## src/rtl/serial_paralelo_rx.sv

```systemverilog
// serial_paralelo_rx: 1-bit serial to 32-bit word receiver for one RX lane.
// Finds word alignment from a run of reserved idle words and, once locked,
// emits every received word with a valid flag (idle words come out invalid).
//
// Handshake: there is no back-pressure. word_strobe is a one-cycle pulse
// marking the cycle in which data_out/valid_out hold a freshly received word;
// the consumer must take the word before the next strobe, 32 cycles later.
module serial_paralelo_rx #(
  parameter logic [31:0] IDLE_WORD  = 32'hBCBCBCBC,
  parameter int          LOCK_WORDS = 4
) (
  input  logic        clk_32f,
  input  logic        reset_L,
  input  logic        data_in,
  output logic [31:0] data_out,
  output logic        valid_out,
  output logic        word_strobe,
  output logic        active,
  output logic [1:0]  fsm_state
);

  typedef enum logic [1:0] {
    SEARCH = 2'd0,
    CHECK  = 2'd1,
    ACTIVE = 2'd2
  } state_t;

  localparam logic [3:0] LOCK_N = 4'(LOCK_WORDS);

  state_t      state;
  state_t      state_nxt;
  logic [31:0] sr;
  logic [4:0]  bit_cnt;
  logic [3:0]  good;
  logic [3:0]  good_inc;
  logic [31:0] w;
  logic        w_idle;
  logic        at_end;

  // Word formed by the 31 previous bits plus the bit sampled at this edge.
  assign w        = {sr[30:0], data_in};
  assign w_idle   = (w == IDLE_WORD);
  assign at_end   = (bit_cnt == 5'd31);
  assign good_inc = good + 4'd1;

  // State register.
  always_ff @(posedge clk_32f or negedge reset_L) begin
    if (!reset_L) begin
      state <= SEARCH;
    end else begin
      state <= state_nxt;
    end
  end

  // Next-state logic: SEARCH hunts any bit offset, CHECK confirms at word
  // boundaries, ACTIVE is sticky until reset.
  always_comb begin
    state_nxt = state;
    case (state)
      SEARCH: begin
        if (w_idle) begin
          state_nxt = (LOCK_WORDS == 1) ? ACTIVE : CHECK;
        end
      end
      CHECK: begin
        if (at_end) begin
          if (!w_idle) begin
            state_nxt = SEARCH;
          end else if (good_inc == LOCK_N) begin
            state_nxt = ACTIVE;
          end
        end
      end
      ACTIVE: begin
        state_nxt = ACTIVE;
      end
      default: begin
        state_nxt = SEARCH;
      end
    endcase
  end

  // State-decoded outputs.
  always_comb begin
    active    = (state == ACTIVE);
    fsm_state = state;
  end

  // Shift register, bit counter and idle-word counter.
  always_ff @(posedge clk_32f or negedge reset_L) begin
    if (!reset_L) begin
      sr      <= 32'd0;
      bit_cnt <= 5'd0;
      good    <= 4'd0;
    end else begin
      sr <= w;
      case (state)
        SEARCH: begin
          if (w_idle) begin
            bit_cnt <= 5'd0;
            good    <= 4'd1;
          end
        end
        CHECK: begin
          bit_cnt <= bit_cnt + 5'd1;
          if (at_end) begin
            good <= w_idle ? good_inc : 4'd0;
          end
        end
        ACTIVE: begin
          bit_cnt <= bit_cnt + 5'd1;
        end
        default: begin
          bit_cnt <= 5'd0;
          good    <= 4'd0;
        end
      endcase
    end
  end

  // Word output registers: load at each word boundary while locked only.
  always_ff @(posedge clk_32f or negedge reset_L) begin
    if (!reset_L) begin
      data_out    <= 32'd0;
      valid_out   <= 1'b0;
      word_strobe <= 1'b0;
    end else begin
      word_strobe <= (state == ACTIVE) && at_end;
      if ((state == ACTIVE) && at_end) begin
        data_out  <= w;
        valid_out <= !w_idle;
      end
    end
  end

endmodule

```

## config.mk

```make
export PLATFORM = sky130hd
export DESIGN_NAME = serial_paralelo_rx
export DESIGN_NICKNAME = d
export VERILOG_FILES = /design/src/rtl/serial_paralelo_rx.sv
export SDC_FILE = /design/constraint.sdc
export NUM_CORES = 1
export LEC_CHECK = 0
export ABC_CLOCK_PERIOD_IN_PS = 3650
export CAP_MARGIN = 0
export CORE_MARGIN = 1
export CORE_UTILIZATION = 55
export DETAILED_ROUTE_END_ITERATION = 7
export GPL_ROUTABILITY_DRIVEN = 1
export PLACE_DENSITY_LB_ADDON = 0.25
export SYNTH_ARGS = -nofsm -noshare
export SYNTH_HDL_FRONTEND = slang
export SYNTH_SLANG_ARGS = --single-unit
```

## constraint.sdc

```tcl
create_clock -name clk_32f -period 3.65 [get_ports clk_32f]
set_input_delay 0.73 -clock clk_32f [delete_from_list [all_inputs] [get_ports clk_32f]]
set_output_delay 0.73 -clock clk_32f [all_outputs]
set_load 0.005 [all_outputs]
```

== Word-level counts from Yosys, hierarchy flattened ==
Index checks and enable logic that the tools add are counted.
Storage, ports and cells
  register bits after elaboration: 76
  bits in latches: 0
  memory bits (writable): 0
  memory bits (read-only): 0
  logic and storage cells: 35
  memories kept: 0
Cells by class
  $add $sub $neg: 2
  $mul: 0
  divide/modulo/power cells: 0
  order comparisons: 0
  equal/unequal tests: 8
  shift operators: 0
  muxes and demuxes: 11
  bitwise gates (word level): 1
  reduce and logical (&&, ||, !) cells: 6
Operators with widths (number)
  $eq A32 B32 Y1 const B: 1
  $mux W4: 3
  $pmux W4 S3: 1
  $pmux W5 S2: 1
  $mux W2: 4
  $pmux W2 S3: 1
  $reduce_and A3 Y1: 2
  $add A5 B1 Y5 const B: 1
  $eq A5 B5 Y1 const B: 1
  $mux W5: 1
  $add A4 B1 Y4 const B: 1
  $eq A4 B3 Y1 const B: 1
  $ne A2 B2 Y1 const B: 2
  $ne A3 B3 Y1 const B: 1
  $eq A2 B1 Y1 const B: 1
  $eq A2 B2 Y1 const B: 1
  $logic_not A2 Y1: 1
  $reduce_or A2 Y1: 1
  $logic_and A1 B1 Y1: 1
  $logic_not A1 Y1: 1
  $not A1 Y1: 1

== Depth between registers and ports, before layout ==
Gate-level depths: netlist of run 1.
  word-level depth: 6
  depth in mapped cells: 7

== Worst setup path before layout of run 1 ==
No wires, ideal clock.
  path type: flip-flop to flip-flop
  from: register sr[5]
  to: register state[1] (netlist: fsm_state[1])
  arrival time: 2.020 ns
  data required time: 3.524 ns
  slack: 1.505 ns
  cell stages (with the launch flop): 6
  buffers on the path: 0
  clock period less this slack: 2.145 ns
  path through: dfrtp_1 or4b_1 or4_4 o31ai_4 and3_2 o22ai_1
Between the ends
  cells in the longest elaborated chain, start to end: 4
RTL lines
  start: declaration: line 32  | logic [31:0] sr;
  start signal: assignment: line 96  | sr <= w;
  $eq A32 B32 Y1 (*): line 42  | assign w_idle = (w == IDLE_WORD);
  $mux W2: line 67  | if (!w_idle) begin
  $mux W2: line 66  | if (at_end) begin
  $pmux W2 S3: line 59  | case (state)
  end signal: assignment: line 51  | state <= state_nxt;
  end: declaration: line 30  | state_t state;
Mark *: on every way between the ends. The rest lies on a longest branch, timed or not. The select of a mux whose other input is x is not followed.
A chain may end at the register's enable or synchronous reset.

== Final worst setup path of run 1 ==
  from: register state[0] (netlist: fsm_state[0])
  to: output active
Between the ends
  cells in the longest elaborated chain, start to end: 1
RTL lines
  $eq A2 B2 Y1: line 85  | active = (state == ACTIVE);
  end: declaration: line 18  | output logic active,
Every way passes these cells.

==> run_results.csv, run 1 <==
group,metric,value,unit
clocking,ctsHoldBuffers,0,
synth,synth_area,0.00281,mm²
layout,nets,246,
hold_path,hp-class,"reg -> reg",
global_routing,grt_util_all_layers,0.210,
global_routing,use_met3,0.0700,
placed_design,io_buffers,39,
timing,hold_viol_final,0,
synth,synth_edf_count,0,
synth,yosysMostFrequentCell,"dfrtp_1",
critical_path,worstPathArrival,1.70,ns
clocking,cts_resized,0,
clocking,htree_levels,3,
timing,grt_setup_unrepaired,"no",
clocking,clkTransAtPathRegs,0.07,ns
detailed_routing,drt-total-wl,4950,µm
layout,fin_area,0.00353,mm²
die,placementRows,25,
synth,yosys.area.top_type,"dfrtp_1",
timing,hold_ws,0.390,ns
clocking,cts_root_buf,"clkbuf_8",
placed_design,place_inst,292,
timing,worstMarginPinSlew,0.478,ns
global_routing,grt_max_degree,40,
timing,setup-tns-final,0,ns
clocking,cts.sinks,76,
pwr,ir_worst_vdd,0.358,mV
clocking,cts_buffers,9,
detailed_routing,wl_per_cell,16.1,µm
clocking,cts_tree,"done",
die,die_area,0.00540,mm²
die,num_io_pins,40,
synth,async_flop_share,1.00,
clocking,cts.path.max_buffers,2,
synth,syn_inst,186,
die,die_w,73.5,µm
synth,ys.flop_type,"dfrtp_1",
detailed_routing,drt_iter0_markers,58,
detailed_routing,dr_total_vias,1674,
critical_path,cp-start-kind,"flop",
die,fp.dieH,73.5,µm
global_routing,antenna_found_initial,0,
clocking,cts_setup_buffers,0,
timing,slew_viol_final,0,
timing,layout_min_cycle_time,2.43,ns
timing,max_freq,411,MHz
timing,final_critical_path_setup_slack,1.22,ns
critical_path,critPathCaptureType,"output port",
timing,fin_crit_sh,0.667,
global_routing,grt-ovfl-total,0,
placed_design,place_congestion,0.757,
critical_path,crit_type,"reg -> out",
clocking,clkLatencyLatePin,0.34,ns
synth,synth_common_cells,"dfrtp_1 (76), mux2_2 (33), nand2_1 (10), inv_1 (8), ha_1 (7)",
die,start_util,0.583,
layout,drive_above_1_share,0.237,
flow_run,max-cap-violations,0,
global_routing,grt_busiest_layer,"met2",
outcome,status,"completed",
critical_path,required,2.92,ns
global_routing,grt_util_met1,0.255,
synth,synth_cell_types,34,
layout,insertedDiodeCount,0,
pwr,power_leakage,0.00156,µW
placed_design,hpwl,3380,µm
detailed_routing,viasPerCell,5.44,
global_routing,grt_pass1_vias,1784,
synth,ys_ff_latch,76,
global_routing,grt_pass1_wl,8240,µm
synth,yosysWarnings,0,
timing,finalSetupViolCount,0,
detailed_routing,firstDrtPassIters,4,
synth,synthesis.nets,196,
layout,syn_to_final_growth,25.6,%
critical_path,path_max_fanout,6,
placed_design,preCtsSetupSlack,1.01,ns
timing,finalClockSkew,0.00843,ns
die,core,0.00482,mm²
timing,slew_headroom,0.678,
synth,yosysSeqAreaShare,0.677,
detailed_routing,antenna_left,0,
placed_design,dpl_cell_area,0.00329,mm²
pwr,power.density,490,mW/mm²
synth,synthTopCellsByArea,"dfrtp_1 (68%), mux2_2 (13%), ha_1 (3.1%)",
layout,final_cells,308,
layout,n_fill_cell,301,
global_routing,use_met2,0.344,
synth,synth.top_cell.area_share,0.677,
detailed_routing,drcViolationCount,0,
synth,syn_area_per_cell,15.1,µm²
-- worst paths after layout --
check / start / end / slack (ns) / cells past startpoint
max in group asynchronous: reset_L / data_out[21]$_DFFE_PN0P_ / 2.87 / 2
min in group asynchronous: reset_L / data_out[31]$_DFFE_PN0P_ / 0.43 / 2
setup / recovery: fsm_state[0]$_DFFE_PN0P_ / active / 1.22 / 3
hold reg to reg: sr[28]$_DFF_PN0_ / sr[29]$_DFF_PN0_ / 0.39 / 0
setup reg to reg: sr[8]$_DFF_PN0_ / bit_cnt[2]$_DFFE_PN0P_ / 1.29 / 5
hold / removal: sr[28]$_DFF_PN0_ / sr[29]$_DFF_PN0_ / 0.39 / 0
-- flip-flops by register name (all words and copies together) (netlist names) --
signal and count:
fsm_state 2, data_out 32, bit_cnt 5, valid_out 1, sr 31, good 4
word_strobe 1
-- layout by cell type (no fill, tap or decap), drive strengths merged, types with 2 or more instances in the layout --
master         count
a21oi              4
and3               3
buf                4
bufinv             3
clkbuf            10
clkdlybuf4s50     38
dfrtp             76
ha                 7
inv                9
mux2              33
nand2             10
nand2b             2
nand3              3
nand4              4
nor2b              2
nor4               2
nor4bb             2
o21ai              5
o2bb2ai            5
o31ai              2
or4b               2
-- power by group --
| part | switching, µW | leakage [µW] | internal, µW |
|---|---|---|---|
| logic | 30.4 | 0.000543 | 47.5 |
| clock network | 297 | 0.000117 | 455 |
| registers | 23.0 | 0.000896 | 877 |
| total | 350 | 0.00156 | 1380 |
-- stage by stage --
stage	power, µW	util
6_report	1730	0.732
3_3_place_gp	992	0.683
4_1_cts	1740	0.732
3_5_place_dp	996	0.683
2_1_floorplan	931	-
5_1_grt	1800	0.732
-- cells by family (layout without fill, tap and decap cells) --
kind of cell | count (synthesis) | in the layout | share of synthesized area
flip-flops | 76 | 76 | 0.677
AND/OR/NAND/NOR | 36 | 36 | 0.0824
multiplexers | 34 | 34 | 0.136
AO/OA/AOI/OAI | 22 | 22 | 0.0588
buffers and inverters | 11 | 66 | 0.0147
adder cells (fa/ha/maj) | 7 | 7 | 0.0312
-- layer usage --
layer,part of all wire,up-vias
met5,0,-
met4,0.0089,0
met3,0.048,6
met2,0.50,32
met1,0.44,867
li1,-,769
-- critical path, cell delays in order, from the launching register on --
cell,delay [ns]
dfrtp_1,0.43
inv_1,0.11
ha_1,0.28
clkdlybuf4s50_1,0.55
-- area by class of cell --
type | count | area (µm²) | area share
Clock inverter | 6 | 111 | 0.0316
Clock buffer | 10 | 128 | 0.0362
Tap cell | 67 | 83.8 | 0.0238
Multi-Input combinational cell | 99 | 866 | 0.245
Sequential cell | 76 | 1900 | 0.539
Inverter | 8 | 30.0 | 0.00851
Timing Repair Buffer | 42 | 408 | 0.116
(Power assumes the default switching activity.)
==> inputs of run 2 (changes only) <==
ABC_CLOCK_PERIOD_IN_PS = 2050   (was 3650)
CORE_UTILIZATION = 48   (was 55)
clock period = 2.05 ns   (was 3.65 ns; I/O delays follow)
==> run_results.csv, run 2 (same netlist as run 1, synthesis figures left out) <==
group,metric,value,unit
outcome,status,"finished with violations",
outcome,violations,"negative setup slack",
placed_design,hpwl,3230,µm
timing,hold_viol_final,0,
clocking,cts.sinks,76,
critical_path,worstPathArrival,2.51,ns
flow_run,max-cap-violations,0,
detailed_routing,antenna_left,0,
global_routing,grt_pass1_vias,1725,
layout,fin_area,0.00369,mm²
clocking,cts_tree,"done",
layout,multi_input_area,902,µm²
clocking,clkLatencyLatePin,0.34,ns
global_routing,antenna_found_initial,0,
detailed_routing,viasPerCell,5.28,
timing,grt_setup_unrepaired,"yes",
global_routing,grt_pass1_wl,8470,µm
clocking,clkTransAtPathRegs,0.08,ns
layout,largest_register,"data_out",
layout,seqCellArea,0.00190,mm²
timing,finalSetupViolCount,12,
die,die_w,78.5,µm
die,num_io_pins,40,
detailed_routing,drt-total-wl,5150,µm
die,die_area,0.00616,mm²
layout,nets,259,
critical_path,required,2.30,ns
critical_path,path_max_fanout,5,
clocking,ctsHoldBuffers,0,
detailed_routing,wl_per_cell,15.8,µm
timing,slew_headroom,0.676,
detailed_routing,dr_total_vias,1721,
layout,reg_top3,"data_out: 32 flops, sr: 31 flops, bit_cnt: 5 flops",
die,core,0.00557,mm²
layout,insertedDiodeCount,0,
placed_design,io_buffers,39,
placed_design,dpl_cell_area,0.00338,mm²
pwr,power.total,3040,µW
clocking,cts.path.max_buffers,2,
layout,n_fill_cell,410,
timing,worstMarginPinSlew,0.482,ns
layout,drive_above_1_share,0.291,
layout,final_common_cell,"dfrtp_1",
die,placementRows,27,
layout,final_cell_mix,"dfrtp_1 (76), clkdlybuf4s50_1 (38), mux2_2 (33), buf_4 (13), clkbuf_8 (11)",
critical_path,critPathCaptureType,"flop",
die,fp.dieH,78.5,µm
hold_path,hp-class,"in -> async",
timing,slew_viol_final,0,
clocking,cts_root_buf,"clkbuf_8",
detailed_routing,drt_iter0_markers,101,
clocking,cts_buffers,9,
timing,layout_min_cycle_time,2.26,ns
placed_design,place_congestion,0.800,
global_routing,grt_max_degree,77,
clocking,htree_levels,3,
pwr,ir_worst_vdd,0.486,mV
global_routing,grt_util_all_layers,0.188,
critical_path,crit_type,"reg -> reg",
timing,final_critical_path_setup_slack,-0.205,ns
layout,largest_register_ffs,32,
timing,hold_ws,0.0799,ns
layout,syn_to_final_growth,31.2,%
detailed_routing,firstDrtPassIters,4,
pwr,power.density,824,mW/mm²
placed_design,preCtsSetupSlack,-0.175,ns
pwr,power_leakage,0.00165,µW
global_routing,grt-ovfl-total,0,
timing,fin_crit_sh,1.10,
critical_path,r2r_slack,-0.21,ns
detailed_routing,drcViolationCount,0,
die,start_util,0.504,
timing,max_freq,443,MHz
timing,finalClockSkew,0.00760,ns
critical_path,cp-start-kind,"flop",
run 2: cell types whose count changed in the layout (fill, tap and decap cells not counted), sizes merged:
cell / previous run / this run
clkinvlp: 1 / 0
bufinv: 3 / 2
buf: 4 / 17
inv: 9 / 8
clkbuf: 10 / 13
run 2: critical path, stage by stage (launching register included):
cell     delay (ns)
dfrtp_1        0.38
or4b_1         0.51
or4_4          0.59
o31ai_4        0.27
buf_4          0.17
buf_6          0.10
nand3_1        0.06
o21ai_0        0.08
run 2: power breakdown:
group	internal (µW)	switching, µW	leakage [µW]	total [µW]
Sequential	1560	40.3	0.000896	1600
Combinational	95.4	57.6	0.000636	153
Clock	756	528	0.000114	1280
run 2: timing repair:
| item | CTS | global route |
|---|---|---|
| setup endpoints to repair | 13 | 13 |
| resized for setup | 2 | 8 |
| pin swaps | 0 | 2 |
| setup buffers | 2 | 3 |
run 2: area by class of cell:
type                    count  area share
clock buffers              13      0.0431
well taps                  72      0.0244
clock inverters             3      0.0187
flip-flops and latches     76       0.516
multi-input cells          99       0.245
repair buffers             55       0.145
inverters                   8     0.00815
run 2: metrics by stage:
step / util / std cells / setup TNS (ns)
floorplan: - / 186 / -0.456
global placement: 0.607 / 305 / -1.17
detailed placement: 0.607 / 305 / -1.57
CTS: 0.651 / 323 / -1.57
global route: 0.661 / 326 / -2.89
finish: 0.661 / 326 / -1.98
run 2: per-layer routing:
layer | up-vias | GRT usage | routed length [µm]
li1 | 800 | - | -
met5 | - | 0 | 0
met1 | 875 | 0.237 | 2280
met2 | 37 | 0.294 | 2600
met3 | 9 | 0.0477 | 178
met4 | 0 | 0.107 | 97
run 2: final timing paths:
path	to	from	cells past startpoint
min in group clk_32f	sr[29]$_DFF_PN0_	sr[28]$_DFF_PN0_	0
max in group asynchronous	good[1]$_DFFE_PN0P_	reset_L	2
hold / removal	data_out[1]$_DFFE_PN0P_	reset_L	2
hold reg to reg	sr[29]$_DFF_PN0_	sr[28]$_DFF_PN0_	0
setup reg to reg	bit_cnt[1]$_DFFE_PN0P_	sr[5]$_DFF_PN0_	7
setup / recovery	bit_cnt[1]$_DFFE_PN0P_	sr[5]$_DFF_PN0_	7
